File: src/rtl/mem_bus_fabric.sv
`default_nettype none
// ============================================================================
// Module   : mem_bus_fabric
// Brief    : picorv32 native-port interconnect to NUM_SLAVES channels with
//            address decode, per-slave wait states, read mux and sticky error.
//            Optional macro BUS_TIMEOUT_EN adds a WAIT-state timeout.
// Revision : 1.0 - initial release
// ============================================================================
module mem_bus_fabric #(
    parameter int          NUM_SLAVES     = 5,
    parameter int          DEC_HI         = 15,
    parameter int          DEC_LO         = 12,
    parameter logic [63:0] SLAVE_LAT      = {16{4'd0}},
    parameter int          TIMEOUT_CYCLES = 255,
    parameter logic [31:0] ERR_RDATA      = 32'hDEAD_BEEF
) (
    input  logic                     clk,
    input  logic                     reset,
    input  logic                     m_valid,
    input  logic [31:0]              m_addr,
    input  logic [31:0]              m_wdata,
    input  logic [3:0]               m_wstrb,
    output logic                     m_ready,
    output logic [31:0]              m_rdata,
    output logic [NUM_SLAVES-1:0]    s_cs,
    output logic [3:0]               s_wstrb,
    output logic [31:0]              s_wdata,
    output logic [31:0]              s_addr,
    input  logic [32*NUM_SLAVES-1:0] s_rdata,
    input  logic [NUM_SLAVES-1:0]    s_ready_ext,
    input  logic                     err_clr,
    output logic                     err,
    output logic [31:0]              err_addr
);

    localparam int c_SEL_W = DEC_HI - DEC_LO + 1;

    typedef enum logic [1:0] {
        ST_IDLE = 2'd0,
        ST_WAIT = 2'd1,
        ST_RESP = 2'd2
    } state_t;

    state_t               r_state, w_state_nxt;
    logic [c_SEL_W-1:0]   w_sel, r_sel, w_sel_nxt;
    logic                 w_mapped;
    logic [3:0]           r_cnt, w_cnt_nxt;
    logic [3:0]           w_lat_new, w_lat_cur;
    logic                 w_ext_cur;
    logic [31:0]          w_rdata_cur;
    logic                 r_resp_err, w_resp_err_nxt;
    logic                 w_err_evt;
    logic                 r_err;
    logic [31:0]          r_err_addr;
    logic                 w_tmo;

    assign w_sel    = m_addr[DEC_HI:DEC_LO];
    assign w_mapped = (32'(w_sel) < 32'(NUM_SLAVES));

    // Per-slave lookups: new decode drives chip select, latched decode drives response.
    always_comb begin
        s_cs        = '0;
        w_lat_new   = 4'd0;
        w_lat_cur   = 4'd0;
        w_ext_cur   = 1'b0;
        w_rdata_cur = 32'd0;
        for (int i = 0; i < NUM_SLAVES; i++) begin
            s_cs[i] = m_valid && w_mapped && (32'(w_sel) == 32'(i));
            if (32'(w_sel) == 32'(i)) begin
                w_lat_new = SLAVE_LAT[4*i +: 4];
            end
            if (32'(r_sel) == 32'(i)) begin
                w_lat_cur   = SLAVE_LAT[4*i +: 4];
                w_ext_cur   = s_ready_ext[i];
                w_rdata_cur = s_rdata[32*i +: 32];
            end
        end
    end

`ifdef BUS_TIMEOUT_EN
    logic [15:0] r_tcnt;

    assign w_tmo = (r_tcnt == 16'(TIMEOUT_CYCLES - 1));

    always_ff @(posedge clk or posedge reset) begin
        if (reset) begin
            r_tcnt <= 16'd0;
        end else if (r_state == ST_WAIT) begin
            r_tcnt <= r_tcnt + 16'd1;
        end else begin
            r_tcnt <= 16'd0;
        end
    end
`else
    logic [15:0] w_unused_tmo;

    assign w_unused_tmo = 16'(TIMEOUT_CYCLES);
    assign w_tmo        = 1'b0;
`endif

    always_comb begin
        w_state_nxt    = r_state;
        w_cnt_nxt      = r_cnt;
        w_sel_nxt      = r_sel;
        w_resp_err_nxt = r_resp_err;
        w_err_evt      = 1'b0;
        s_wstrb        = 4'd0;
        case (r_state)
            ST_IDLE: begin
                w_resp_err_nxt = 1'b0;
                if (m_valid) begin
                    if (w_mapped) begin
                        // Only the accepting cycle strobes, so each write lands once.
                        s_wstrb     = m_wstrb;
                        w_sel_nxt   = w_sel;
                        w_cnt_nxt   = w_lat_new;
                        w_state_nxt = ST_WAIT;
                    end else begin
                        w_resp_err_nxt = 1'b1;
                        w_err_evt      = 1'b1;
                        w_state_nxt    = ST_RESP;
                    end
                end
            end
            ST_WAIT: begin
                if (!m_valid) begin
                    w_state_nxt = ST_IDLE;
                end else if (w_tmo) begin
                    w_resp_err_nxt = 1'b1;
                    w_err_evt      = 1'b1;
                    w_state_nxt    = ST_RESP;
                end else if (w_lat_cur == 4'hF) begin
                    if (w_ext_cur) begin
                        w_state_nxt = ST_RESP;
                    end
                end else if (r_cnt == 4'd0) begin
                    w_state_nxt = ST_RESP;
                end else begin
                    w_cnt_nxt = r_cnt - 4'd1;
                end
            end
            ST_RESP: begin
                w_state_nxt = ST_IDLE;
            end
            default: begin
                w_state_nxt = ST_IDLE;
            end
        endcase
    end

    always_ff @(posedge clk or posedge reset) begin
        if (reset) begin
            r_state    <= ST_IDLE;
            r_cnt      <= 4'd0;
            r_sel      <= '0;
            r_resp_err <= 1'b0;
            r_err      <= 1'b0;
            r_err_addr <= 32'd0;
        end else begin
            r_state    <= w_state_nxt;
            r_cnt      <= w_cnt_nxt;
            r_sel      <= w_sel_nxt;
            r_resp_err <= w_resp_err_nxt;
            // A new error outranks a simultaneous clear.
            if (w_err_evt) begin
                r_err      <= 1'b1;
                r_err_addr <= m_addr;
            end else if (err_clr) begin
                r_err <= 1'b0;
            end
        end
    end

    assign m_ready  = (r_state == ST_RESP);
    assign m_rdata  = r_resp_err ? ERR_RDATA : w_rdata_cur;
    assign err      = r_err;
    assign err_addr = r_err_addr;
    assign s_addr   = m_addr;
    assign s_wdata  = m_wdata;

endmodule
`default_nettype wire
File: config.mk
export PLATFORM = sky130hd
export DESIGN_NAME = mem_bus_fabric
export DESIGN_NICKNAME = d
export VERILOG_FILES = /design/src/rtl/mem_bus_fabric.sv
export SDC_FILE = /design/constraint.sdc
export NUM_CORES = 1
export LEC_CHECK = 0
export BUFFER_PORTS_ARGS = -buffer_cell sky130_fd_sc_hd__buf_4
export CAP_MARGIN = 20
export CORE_AREA = 2 2 148 150
export DETAILED_ROUTE_END_ITERATION = 12
export DIE_AREA = 0 0 150 152
export HOLD_SLACK_MARGIN = 0.06
export PLACE_DENSITY_LB_ADDON = 0.12
export SYNTH_ARGS = -nofsm -noshare
export SYNTH_HDL_FRONTEND = slang
export SYNTH_SLANG_ARGS = --single-unit
File: constraint.sdc
create_clock -name clk -period 6.3 [get_ports clk]
set_clock_uncertainty 0.15 [all_clocks]
set_input_delay 1.575 -clock clk [delete_from_list [all_inputs] [get_ports clk]]
set_output_delay 1.575 -clock clk [all_outputs]
set_load 0.02 [all_outputs]
Word level (Yosys, flattened, before mapping)
Cells that the tools add are included.
Widths: inputs -> output; s select.
{ "totals": {"out_inout_bits": 139, "regBits": 44} }
{ "classes": {"mux": 24, "n_eq_ne": 15, "addsub": 1, "n_reduce_logical": 15, "n_lt_le_gt_ge": 1} }
{ "op_table": {"columns": ["cell", "n"], "rows": [
  ["$mux 32", 6],
  ["$mux 4", 7],
  ["$eq 4x2->1 const B", 4],
  ["$logic_not 4->1", 3],
  ["$eq 4x1->1 const B", 2],
  ["$eq 4x3->1 const B", 2],
  ["$mux 2", 4],
  ["$ne 2x2->1 const B", 4],
  ["$pmux 4 s2", 1],
  ["$logic_and 1x1->1", 6],
  ["$mux 1", 5],
  ["$reduce_and 5->1", 1],
  ["$lt 4x3->1 const B", 1],
  ["$pmux 2 s2", 1],
  ["$reduce_bool 2->1", 2],
  ["$sub 4x1->4 const B", 1],
  ["$ne 3x3->1 const B", 1],
  ["$reduce_and 3->1", 1],
  ["$eq 2x1->1 const B", 1],
  ["$eq 2x2->1 const B", 1],
  ["$logic_not 2->1", 1],
  ["$reduce_and 2->1", 1]
]} }

Logic depth before layout (Yosys ltp)
Gate-level depths: netlist of the first run.
{ "depth": {"word_depth": 7, "depth_mapped": 7, "mapped_depth_nobuf": 6} }

Worst setup path before layout of the first run
No wires, ideal clock.
{ "synth_timing": {"path_kind": "input-to-output", "start": "in m_valid", "end": "out s_wstrb[0]", "arrival_time_ns": 2.522, "path_slack_ns": 2.053, "path_stages": 3, "path_buffers": 0, "cell_sequence": "or3b_2 -> nor2_2 -> and2_1"} }
{ "synth_via": {"elab_chain_len": 2} }
{ "synth_rtl": {"columns": ["item", "line", "text"], "rows": [
  ["start, declared", "19", "input logic m_valid,"],
  ["$mux 4", "111", "if (m_valid) begin"],
  ["$mux 4", "108", "case (r_state)"],
  ["end, declared", "26", "output logic [3:0] s_wstrb,"]
]} }
Every way passes these cells.

Final worst setup path of the first run
{ "layout_timing": {"start": "in m_valid", "end": "out s_wstrb[1]"} }
Same word-level chain as after synthesis.

==> results of run 1 <==
==> where the power goes <==
group | switching, µW | internal (µW) | total [µW]
clock | 118 | 187 | 305
sequential | 58.9 | 364 | 423
combinational | 586 | 566 | 1150
total | 764 | 1120 | 1880
==> cell families after synthesis <==
logic type | count (synthesis) | synth area share (%)
adders and majority gates | 1 | 0.3523
xor gates and xnor gates | 1 | 0.2467
and+or+nand+nor | 52 | 8.598
AOI/OAI and AO/OA | 64 | 15.05
DFF | 44 | 31.01
muxes | 60 | 26.57
buffers and inverters | 101 | 18.18
==> per-layer routing <==
metal | up-vias | GRT usage, %
li1 | 1605 | -
met1 | 1696 | 13.97
met2 | 210 | 23.55
met3 | 20 | 3.874
met4 | 2 | 3.729
met5 | - | 0
==> flip-flops by register name (all words and copies together), names as in the netlist <==
register    count
r_resp_err      1
r_cnt           4
err_addr       32
err             1
r_sel           4
r_state         2
==> per-stage QoR <==
step	instance area (µm²)	util [%]	instances
after floorplan	3551	-	323
after global placement	5654	26.48	827
after detailed placement	5654	26.48	827
after CTS	5822	27.27	835
after global routing	5827	27.29	837
final	5827	27.29	837
==> cell type report <==
type,instances,area [µm²],share of cell area (%)
diodes,2,5.005,0.08589
clock buffers,5,125.1,2.147
inverters,12,45.04,0.7730
clock inverters,3,42.54,0.7301
well taps,280,350.3,6.012
repair buffers,313,2350,40.33
flip-flops and latches,44,1102,18.92
multi-input cells,178,1807,31.01
==> critical path: cells and delay by family <==
family | cells | cell delay (ns)
buffers and inverters | 2 | 0.26
and+or+nand+nor | 3 | 1.02
==> placed cells by master, fill, tap and decap left out, drive strengths merged, types with 3 or more instances in the layout <==
cell	count
dfrtp	44
nor3b	4
o21ai	15
inv	12
nor2	13
mux4	24
nand2b	9
a221o	24
mux2	34
buf	313
or3b	3
a21oi	8
o2111ai	8
and2	5
nor2b	3
a211oi	8
nand2	6
clkbuf	5
==> how the worst max path moves through the flow <==
stage | cells after the start | startpoint | end
6_report | 5 | m_valid | s_wstrb[1]
5_1_grt | 5 | m_valid | s_wstrb[3]
4_1_cts | 5 | m_valid | s_wstrb[1]
3_5_place_dp | 5 | m_valid | s_wstrb[1]
3_3_place_gp | 5 | m_valid | s_wstrb[2]
2_1_floorplan | 3 | m_valid | s_wstrb[0]
==> flow_summary.ini, run 1 <==
[sta]
rsz0062_at_grt = false
worst_slew_margin_rel_pct = 56.09
timing_worst_slew_pin_value_ns = 0.6587
timing.final.crit_share_pct = 72.90
timing.final.setup_violations = 0
timing.final.hold_violations = 0
final-max-slew-violation-count = 0
finalWorstSetupSlack_ns = 1.707
finalCriticalPeriod_ns = 4.593
fmax_ghz = 0.2177
hold_slack_ns = 0.3180
final.setup.tns_ns = 0

[routing]
routed_wire_length_per_instance_um = 18.50
post-route-drc-count = 0
wl_met2_um = 8010
met3RoutedLength_um = 1614
first_pass_iters = 4
routed.top_layer = met5
routed-via-count = 3533
drt_wl_total_um = 15480
drtAntennaViolNets = 0
detailedRoute.firstIterationViolations = 63
wire_length_on_met1_um = 5541
viasPerCell = 4.221

[min_path]
hold_path.class = flip-flop to flip-flop
timing.hold.worst.start = r_cnt[3]
holdPathEnd = r_cnt[3]
worst_hold_path.num_cells = 1

[floorplan]
vertical_extent_of_the_die_um = 152
total_die_area_um2 = 22800
fp.dieW_um = 150
design.portCount = 376
fp-row-count = 54
initial_cell_density_of_the_core_pct = 16.63
floorplan.core_area_um2 = 21350

[setup_path]
reg2reg_to = r_sel[1]
startpoint_types = input pin
cpPeakStageDelay_ns = 0.48
timing.reg2reg.worst_path_depth = 3
cp_slowest_cell = sky130_fd_sc_hd__or3b_2
critPathArrivalTime_ns = 2.87
cp_cell_sequence = buf_4 -> or3b_2 -> nor2_2 -> and2_1 -> buf_4
critical_path.most_common_cell = sky130_fd_sc_hd__buf_4
r2r_start = r_state[1]
worst_ep_required_time_ns = 4.58
reg2reg_setup_slack_ns = 4.34
critPathCaptureType = output port
timing.critical_path.fanout_max = 9
worstSetupPathType = input pin to output port

[yosys]
synth_cell_types = 34
ys_seq_area_share_pct = 31.01
synthesis.yosys.warnings = 0
synth_seq_cells = 44
number_of_enable_type_register_cells_in_the_synthesized_netlist = 0
synthesis.area_per_instance_um2 = 10.99
dominant_synthesized_flop_cell = sky130_fd_sc_hd__dfrtp_1
netlist_area_um2 = 3551
post_synthesis_cells = 323
synth.largest_area_cell = sky130_fd_sc_hd__dfrtp_1
synth_largest_type_area_fraction_pct = 31.01
yosys-top-cells-area = sky130_fd_sc_hd__dfrtp_1, sky130_fd_sc_hd__mux4_2, sky130_fd_sc_hd__buf_4
ys_async_sr_fraction_pct = 100.0
synthMostInstantiatedCell = sky130_fd_sc_hd__buf_4
synth_nets = 561
synth_commonest_cells = sky130_fd_sc_hd__buf_4, sky130_fd_sc_hd__dfrtp_1, sky130_fd_sc_hd__mux2_2, sky130_fd_sc_hd__a221o_1, sky130_fd_sc_hd__mux4_2

[global_routing]
grt_remaining_overflow = 0
grt_util_all_layers_pct = 12.79
grt_pass1_vias = 3787
maximum_number_of_pins_on_one_net_before_global_route_repair = 45
grt_antenna_before_repair = 3
grt_pass1_wl_um = 22440

[layout]
drive_above_1_share_pct = 71.17
final_net_count = 792
area_growth_pct = 64.09
fillerInstances = 2312

[status]
run_status = completed

[clocking]
post_cts.resized_instances = 0
cts_num_sinks = 44
hold_buffers = 0
tritoncts_clock_tree = done
post-cts-setup-buffer-count = 0
clkTransAtPathRegs_ns = 0.07
numCtsBuffers = 5
root_buffer = sky130_fd_sc_hd__clkbuf_16
clock_insertion_delay_worst_skew_ns = 0.29
cts_max_level = 2
clk_path_buf_depth = 2

[pwr]
leakage_uw = 0.002738
worst_ir_drop_vdd_uv = 112.5
cellPowerDensity_nw_per_um2 = 322.7
power_uw = 1880

[placement]
dp.final_hpwl_um = 12850
port_buffers = 306
gpl.final_weighted_congestion = 0.8251
preCtsSetupSlack_ns = 1.678

[job]
cap_violations = 0
(Power assumes the default switching activity.)
==> run 2: changes to the inputs <==
Settings changed: CORE_AREA 2 2 148 150 to 2 2 145 147, DIE_AREA 0 0 150 152 to 0 0 147 149.
Clock period 6.3 ns to 4.5 ns, I/O delays scaled along.
==> run 2 against run 1 <==
  * Sequential share of layout area increased by 0.065 points
  * Wire length decreased by 4.9%
  * Cell count fell by 0.84%
  * Hold slack improved by 0.016 ns
  * Die area down 3.9%
  * First-iteration DRC count grew 100%
  * Register-to-register slack lost 1.8 ns
  * Critical path type unchanged
  * Largest power group unchanged
==> flow_summary.ini, run 2 (synthesized netlist as in run 1, its figures left out) <==
[routing]
routed-via-count = 3504
routed_wire_length_per_instance_um = 17.74
drt_wl_total_um = 14730
detailedRoute.firstIterationViolations = 129
post-route-drc-count = 0
drtAntennaViolNets = 0
viasPerCell = 4.222
first_pass_iters = 4

[sta]
hold_slack_ns = 0.3338
timing.final.hold_violations = 0
timing.final.crit_share_pct = 81.48
timing.final.setup_violations = 0
final.setup.tns_ns = 0
fmax_ghz = 0.2727
finalWorstSetupSlack_ns = 0.8332
finalCriticalPeriod_ns = 3.667
timing_worst_slew_pin_value_ns = 1.029
final-max-slew-violation-count = 0
rsz0062_at_grt = false
worst_slew_margin_rel_pct = 31.38

[placement]
dp.final_hpwl_um = 12070
gpl.final_weighted_congestion = 0.8401
preCtsSetupSlack_ns = 0.8093
dpl.cell_count = 821
port_buffers = 306

[setup_path]
critPathArrivalTime_ns = 2.39
worstSetupPathType = input pin to output port
reg2reg_setup_slack_ns = 2.52
reg2reg_to = r_cnt[1]
r2r_start = r_cnt[0]
worstSetupEndpoint = s_wstrb[0]
worst_ep_required_time_ns = 3.22
timing.reg2reg.worst_path_depth = 6
timing.critical_path.fanout_max = 9
setup.worst_path.start = m_valid
critPathCaptureType = output port
startpoint_types = input pin

[job]
cap_violations = 0

[layout]
area_growth_pct = 63.53
multi_input_comb_area_um2 = 1807
finalNonFillerCells = 830
final_net_count = 792
final_common_cell = sky130_fd_sc_hd__buf_4
largest_register_ff_count = 32
antenna-diode-count = 0
seqCellArea_um2 = 1102
commonest_cells_after_routing_fill_and_taps_aside = sky130_fd_sc_hd__buf_4, sky130_fd_sc_hd__dfrtp_1, sky130_fd_sc_hd__mux2_2
drive_above_1_share_pct = 70.81
final_core_utilization_pct = 28.25
fillerInstances = 2216

[clocking]
root_buffer = sky130_fd_sc_hd__clkbuf_16
post_cts.resized_instances = 0
cts_max_level = 2
numCtsBuffers = 5
post-cts-setup-buffer-count = 0
clkTransAtPathRegs_ns = 0.06
tritoncts_clock_tree = done
hold_buffers = 0
cts_num_sinks = 44
clock_insertion_delay_worst_skew_ns = 0.29
clk_path_buf_depth = 2

[floorplan]
fp-row-count = 53
initial_cell_density_of_the_core_pct = 17.27
vertical_extent_of_the_die_um = 149
fp.dieW_um = 147
design.portCount = 376
total_die_area_um2 = 21900
floorplan.core_area_um2 = 20560

[global_routing]
grt_remaining_overflow = 0
grt_util_all_layers_pct = 12.64
grt_pass1_vias = 3694
grt_antenna_before_repair = 0
grt_pass1_wl_um = 21650
maximum_number_of_pins_on_one_net_before_global_route_repair = 45

[min_path]
hold_path.class = flip-flop to flip-flop

[pwr]
power_report.internal_total_uw = 1525
clock_power_share_pct = 14.5
worst_ir_drop_vdd_uv = 188.6
leakage_uw = 0.002733
pwr-share-comb_pct = 62.3
swShare_pct = 40.57
cellPowerDensity_nw_per_um2 = 441.9
proportion_of_power_drawn_by_flip_flops_and_latches_pct = 23.2
switchingPower_uw = 1041

[status]
run_status = completed
==> run 2: cell types whose count changed in the layout (fill, tap and decap cells not counted) <==
| cell | previous run | this run |
|---|---|---|
| sky130_fd_sc_hd__buf_12 | 0 | 1 |
| sky130_fd_sc_hd__buf_4 | 313 | 312 |
| sky130_fd_sc_hd__bufinv_16 | 1 | 0 |
| sky130_fd_sc_hd__clkbuf_1 | 0 | 2 |
| sky130_fd_sc_hd__clkbuf_8 | 0 | 1 |
| sky130_fd_sc_hd__clkinv_2 | 1 | 0 |
| sky130_fd_sc_hd__clkinvlp_4 | 1 | 0 |
| sky130_fd_sc_hd__diode_2 | 2 | 0 |
==> run 2: worst min path at each step <==
stage                  start  endpoint  slack [ns]  depth (start not counted)
floorplan           r_cnt[3]  r_cnt[3]        0.28                          1
global placement    r_cnt[3]  r_cnt[3]        0.31                          1
detailed placement  r_cnt[3]  r_cnt[3]        0.33                          1
CTS                 r_cnt[3]  r_cnt[3]        0.34                          1
global route        r_cnt[0]  r_cnt[0]        0.37                          1
finish              r_cnt[3]  r_cnt[3]        0.33                          1
==> run 2: layout make-up <==
type                            count  area share, %
Multi-Input combinational cell    178          31.11
Tap cell                          275          5.925
Clock buffer                        8          2.521
Timing Repair Buffer              313          40.68
Sequential cell                    44          18.98
Inverter                           12         0.7757
==> run 2: routing by layer <==
metal	vias up	global-route usage (%)	share of wire, %
met5	-	0.2273	0
met4	0	2.837	1.4
met3	12	4.006	9.5
met2	215	24.06	53
met1	1676	13.67	36
li1	1601	-	-
==> run 2: power groups by stage <==
stage,sequential (µW),combinational [µW],clock [µW]
global route,615,1710,408
global placement,596,1610,0
finish,596,1600,373
floorplan,682,943,0
CTS,597,1620,388
detailed placement,599,1620,0
==> run 2: critical path, stage by stage <==
cell,delay [ns]
sky130_fd_sc_hd__buf_4,0.13
sky130_fd_sc_hd__or3b_2,0.48
sky130_fd_sc_hd__nor2_2,0.33
sky130_fd_sc_hd__and2_1,0.19
sky130_fd_sc_hd__buf_4,0.13
==> run 2: stage by stage <==
step	cell area, µm²	total power (µW)
after detailed placement	5640	2217
final	5807	2566
after CTS	5787	2603
after global routing	5807	2733
after floorplan	3551	1626
after global placement	5640	2207
